==> config.mk <==
export PLATFORM = sky130hd
export DESIGN_NAME = paralelo_serial
export DESIGN_NICKNAME = d
export VERILOG_FILES = /design/src/rtl/paralelo_serial.sv
export SDC_FILE = /design/constraint.sdc
export NUM_CORES = 1
export LEC_CHECK = 0
export CAP_MARGIN = 5
export CORE_ASPECT_RATIO = 1.5
export CORE_MARGIN = 4
export CORE_UTILIZATION = 54
export DETAILED_ROUTE_END_ITERATION = 8
export GPL_ROUTABILITY_DRIVEN = 0
export PLACE_DENSITY = 0.77
export RECOVER_POWER = 100
export SETUP_SLACK_MARGIN = 0.4
export SYNTH_ARGS = -nofsm -noshare
export SYNTH_HDL_FRONTEND = slang
export SYNTH_SLANG_ARGS = --single-unit
==> constraint.sdc <==
create_clock -name clk_32f -period 3.08 [get_ports clk_32f]
set_clock_uncertainty 0.2 [all_clocks]
set_input_delay 0.462 -clock clk_32f [delete_from_list [all_inputs] [get_ports clk_32f]]
set_output_delay 0.462 -clock clk_32f [all_outputs]
set_load 0.01 [all_outputs]
==> src/rtl/paralelo_serial.sv <==
// rtl/paralelo_serial.sv - parallel-to-serial transmitter with COM fill and startup COM burst
// Bytes enter through a one-deep buffer and leave MSB-first, one bit per clk_32f cycle.
module paralelo_serial #(
    parameter int          N_COM = 4,
    parameter logic [7:0]  COM   = 8'hBC
) (
    input  logic       clk_32f,
    input  logic       reset,
    input  logic [7:0] data_in,
    input  logic       valid_in,
    output logic       ready,
    output logic       data_out,
    output logic       active,
    output logic       data_sent
);

    typedef enum logic {
        ST_INIT,
        ST_ACTIVE
    } state_t;

    state_t     state_q, state_d;
    logic [7:0] shift_q, shift_d;
    logic [2:0] bit_cnt_q, bit_cnt_d;
    logic [3:0] com_sent_q, com_sent_d;
    logic [7:0] buf_q, buf_d;
    logic       buf_full_q, buf_full_d;
    logic       active_q, active_d;
    logic       data_sent_q, data_sent_d;

    logic boundary;
    logic accept;

    always_ff @(posedge clk_32f or posedge reset) begin
        if (reset) begin
            state_q     <= ST_INIT;
            shift_q     <= 8'h00;
            bit_cnt_q   <= 3'd7;
            com_sent_q  <= 4'd0;
            buf_q       <= 8'h00;
            buf_full_q  <= 1'b0;
            active_q    <= 1'b0;
            data_sent_q <= 1'b0;
        end else begin
            state_q     <= state_d;
            shift_q     <= shift_d;
            bit_cnt_q   <= bit_cnt_d;
            com_sent_q  <= com_sent_d;
            buf_q       <= buf_d;
            buf_full_q  <= buf_full_d;
            active_q    <= active_d;
            data_sent_q <= data_sent_d;
        end
    end

    always_comb begin
        state_d     = state_q;
        shift_d     = shift_q;
        bit_cnt_d   = bit_cnt_q;
        com_sent_d  = com_sent_q;
        buf_d       = buf_q;
        buf_full_d  = buf_full_q;
        active_d    = active_q;
        data_sent_d = 1'b0;

        boundary = (bit_cnt_q == 3'd7);
        ready    = (state_q == ST_ACTIVE) && (!buf_full_q || boundary);
        accept   = valid_in && ready;

        if (boundary) begin
            bit_cnt_d = 3'd0;
            if (state_q == ST_ACTIVE && buf_full_q) begin
                shift_d     = buf_q;
                buf_full_d  = 1'b0;
                data_sent_d = 1'b1;
            end else begin
                shift_d = COM;
            end
            // The burst is complete once N_COM bytes have fully left the shifter.
            if (state_q == ST_INIT) begin
                if (com_sent_q == 4'(N_COM)) begin
                    state_d  = ST_ACTIVE;
                    active_d = 1'b1;
                end else begin
                    com_sent_d = com_sent_q + 4'd1;
                end
            end
        end else begin
            shift_d   = {shift_q[6:0], 1'b0};
            bit_cnt_d = bit_cnt_q + 3'd1;
        end

        // A write after the drain above keeps buf_full set when both happen together.
        if (accept) begin
            buf_d      = data_in;
            buf_full_d = 1'b1;
        end
    end

    assign data_out  = shift_q[7];
    assign active    = active_q;
    assign data_sent = data_sent_q;

endmodule

After elaboration in Yosys (flattened, before gate mapping) --
Index checks and enable logic that the tools add are counted.
Storage, ports and cells: word-level logic and storage cells 34, output and inout bits 4, register bits 27
Operators by class: muxes and demuxes 10, $add $sub $neg 2, reduce and logical (&&, ||, !) cells 10, bitwise gates (word level) 2, equality and inequality tests 2
Operators by type and width (count):
- 8-bit two-way mux | 2
- 1-bit two-way mux | 7
- 3-bit AND reduction | 2
- 4-bit by 1-bit adder with 4-bit output (second input constant) | 1
- 4-bit by 3-bit == test with 1-bit output (second input constant) | 1
- 2-bit nonzero test | 2
- 3-bit by 1-bit adder with 3-bit output (second input constant) | 1
- 3-bit == test (second input constant) | 1
- 1-bit logical AND | 3
- 3-bit two-way mux | 1
- 1-bit NOT | 2
- 2-bit AND reduction | 1
- 1-bit logical NOT | 1
- 1-bit logical OR | 1

Depth between registers and ports, before layout --
depth after elaboration 6, mapped depth 6

Least setup slack after synthesis --
No wires, ideal clock.
path type flip-flop to output port, start point register bit_cnt_q[0], end point output ready, stages on the path, launching flop included 6, arrival 1305 ps, data required time 2418 ps, slack 1113 ps, cell sequence dfstp_2 -> ha_1 -> ha_1 -> buf_6 -> inv_1 -> a21boi_0
Between the ends: longest elaborated chain between the ends 3
Ends and longest elaborated chain:
- from (decl) | RTL line 24 | logic [2:0] bit_cnt_q, bit_cnt_d;
- from (signal assigned) | RTL line 47 | bit_cnt_q <= bit_cnt_d;
- 3-bit == test | RTL line 66 | boundary = (bit_cnt_q == 3'd7);
- 1-bit logical OR | RTL line 67 | ready = (state_q == ST_ACTIVE) && (!buf_full_q || boundary);
- 1-bit logical AND | RTL line 67
- to (decl) | RTL line 11 | output logic ready,
Every way passes these cells.

Worst setup path after layout --
start point register bit_cnt_q[0], end point register buf_q[1]
Between the ends: longest elaborated chain between the ends 4
Ends and longest elaborated chain:
- 3-bit == test | RTL line 66
- 1-bit logical OR | RTL line 67
- 1-bit logical AND | RTL line 67
- 1-bit logical AND | RTL line 68 | accept = valid_in && ready;
- to (signal assigned) | RTL line 49 | buf_q <= buf_d;
- to (decl) | RTL line 26 | logic [7:0] buf_q, buf_d;
Every way passes these cells. A chain may end at the register's enable or synchronous reset.

==> results.json <==
{
  "path_cells": "ha_1 -> ha_1 -> clkbuf_1 -> o211ai_1 -> mux2_2",
  "postCtsSetupBuffers": 0,
  "rows": 19,
  "ir_drop_mv": 0.318,
  "grt_pass1_vias": 663,
  "total_power_mw": 0.549,
  "num_antenna_cells": 0,
  "most-common-layout-cells": "dfrtp_1, mux2_2, clkdlybuf4s50_1",
  "synth.yosys.seq_area_share_pct": 63.7,
  "cts_tree": "built",
  "coreArea_um2": 1850,
  "vias_per_cell": 5.33,
  "fin_crit_ns": 2.45,
  "cts.hold.buffers_added": 0,
  "power-per-cell-area_nw_per_um2": 445,
  "start_util_pct": 57.5,
  "crit_type": "register to register",
  "ant_nets": 0,
  "layout-drive-gt1-share_pct": 17.4,
  "place_inst": 109,
  "clock-sinks": 27,
  "slew_headroom_pct": 10.2,
  "remaining_drc_errors": 0,
  "multi_input_area_um2": 328,
  "overflow": 0,
  "final_common_cell": "dfrtp_1",
  "cp-end-kind": "register",
  "drt-wirelength-per-cell_um": 14.2,
  "crit_path_start_kind": "register",
  "die_x_um": 44.3,
  "p_leak_nw": 0.591,
  "required_ns": 3.10,
  "nNetsFinal": 108,
  "hold_path.class": "register to register",
  "via_count": 602,
  "maxSlewViolCount": 0,
  "drt_first_pass_iters": 2,
  "period_share_pct": 79.7,
  "drtIter0Drc": 6,
  "cts_resized": 1,
  "ios": 15,
  "rsz0062_at_grt": "false",
  "status": "finished, final reports clean",
  "crit_slowest_cell": "o211ai_1",
  "fillers": 157,
  "fin_cells": 113,
  "ys_top_cells_by_area": "dfrtp_1, mux2_2, dfstp_2",
  "cts_root_buf": "clkbuf_4",
  "synth_seq_cells": 27,
  "dp_hpwl_um": 1210,
  "antenna_found_initial": 0,
  "arrival_ns": 2.47,
  "synth_nets": 88,
  "ctsHtreeMaxLevel": 1,
  "port_buffers": 14,
  "grt_usage_pct": 13.3,
  "ys_types": 25,
  "cts_buffers": 3,
  "crit_fanout": 9,
  "drv_cap": 0,
  "dieArea_um2": 2760,
  "slowest_delay_ns": 0.74,
  "grt_start_max_net_pins": 28,
  "grt_first_pass_wirelength_um": 2770,
  "hold_ws_ns": 0.287,
  "yosysTopAreaCell": "dfrtp_1",
  "hold_violations": 0,
  "synth_top_area_share_pct": 56.3,
  "seqCellArea_um2": 679,
  "clock_latency_ns": 0.31,
  "tns_ns": 0,
  "routed_wl_um": 1610,
  "worst_pin_slew_ns": 1.35,
  "cts.clk_slew.worst_paths_ns": 0.13,
  "synth_warnings": 0,
  "setup_violations": 0,
  "fp.dieH_um": 62.4,
  "syn_area_um2": 1070,
  "fmax_mhz": 407,
  "syn_to_final_growth_pct": 15.6,
  "clk_path_buf_depth": 2,
  "syn_area_per_cell_um2": 14.6,
  "cpMostUsedCell": "ha_1",
  "postSynthCellCount": 73
}
[metrics by stage]
step           cell area (um2)  worst slack [ns]  utilization (%)
2_1_floorplan             1070              1.11                -
3_3_place_gp              1240             0.802             66.7
3_5_place_dp              1240             0.753             66.7
4_1_cts                   1260             0.669             68.0
5_1_grt                   1230             0.482             66.5
6_report                  1230             0.626             66.5
[layout make-up]
| class | instances | area share (%) |
|---|---|---|
| Clock buffer | 4 | 2.13 |
| Tap cell | 21 | 2.13 |
| Timing Repair Buffer | 16 | 11.9 |
| Multi-Input combinational cell | 38 | 26.6 |
| Sequential cell | 27 | 55.1 |
| Inverter | 7 | 2.13 |
[routing by layer]
layer	part of all wire, %	global-route usage (%)	vias to the layer above
li1	-	-	291
met1	41	15.2	298
met2	54	23.0	9
met3	3.2	2.02	4
met4	1.4	6.79	0
met5	0	0	-
[worst max-delay path: cells and delay by family (launching register included)]
family                     cells  cell delay (ns)
AOI/OAI and AO/OA              1             0.74
muxes                          1             0.41
DFF                            1             0.39
adders and majority gates      2             0.38
buffers and inverters          1             0.22
[cell usage after synthesis]
cell type and instances:
nor2b_4 1, and2_1 1, nor2_1 2, nand3_1 1, nand3b_1 1, mux2_1 1, nand2_1 1, inv_2 1
o22a_1 5, a22o_1 2, ha_1 4, dfrtp_1 24, buf_6 1, nand4_1 1, a21oi_1 2, o211ai_4 1
a21boi_0 1, and3_2 1, xnor2_1 1, o31ai_1 1, inv_1 6, mux2_2 9, dfstp_2 3, o21ai_0 1
o21bai_1 1
[kinds of logic (layout without fill, tap and decap cells)]
logic type | after synthesis | after routing | synth area share, %
xor+xnor | 1 | 1 | 0.822
fa+ha+maj | 4 | 4 | 4.70
compound gates | 14 | 14 | 11.3
mux | 10 | 10 | 10.6
flops | 27 | 27 | 63.7
buf+inv | 8 | 27 | 3.52
simple gates | 9 | 9 | 5.40
[registers in the layout (all words and copies together), names as in the netlist]
signal,flops
buf_q,8
state_q,1
active,1
buf_full_q,1
data_sent,1
com_sent_q,4
bit_cnt_q,3
shift_q,8
[where the power goes]
group / leakage (nW) / switching [mW] / total, mW / internal (mW)
Sequential: 0.337 / 0.00443 / 0.368 / 0.364
Combinational: 0.239 / 0.0138 / 0.0358 / 0.0219
Clock: 0.0150 / 0.0943 / 0.145 / 0.0506
[worst paths after layout]
check                              from             to  slack [ns]  depth (start not counted)
max                        bit_cnt_q[0]       buf_q[1]        0.63                          5
min                          shift_q[4]     shift_q[5]        0.29                          1
max reg2reg                bit_cnt_q[0]       buf_q[1]        0.63                          5
min reg2reg                  shift_q[4]     shift_q[5]        0.29                          1
max in group asynchronous         reset     shift_q[0]        1.08                          3
min in group asynchronous         reset  com_sent_q[1]        0.82                          3
No activity file was read; power rests on OpenSTA's default activity.
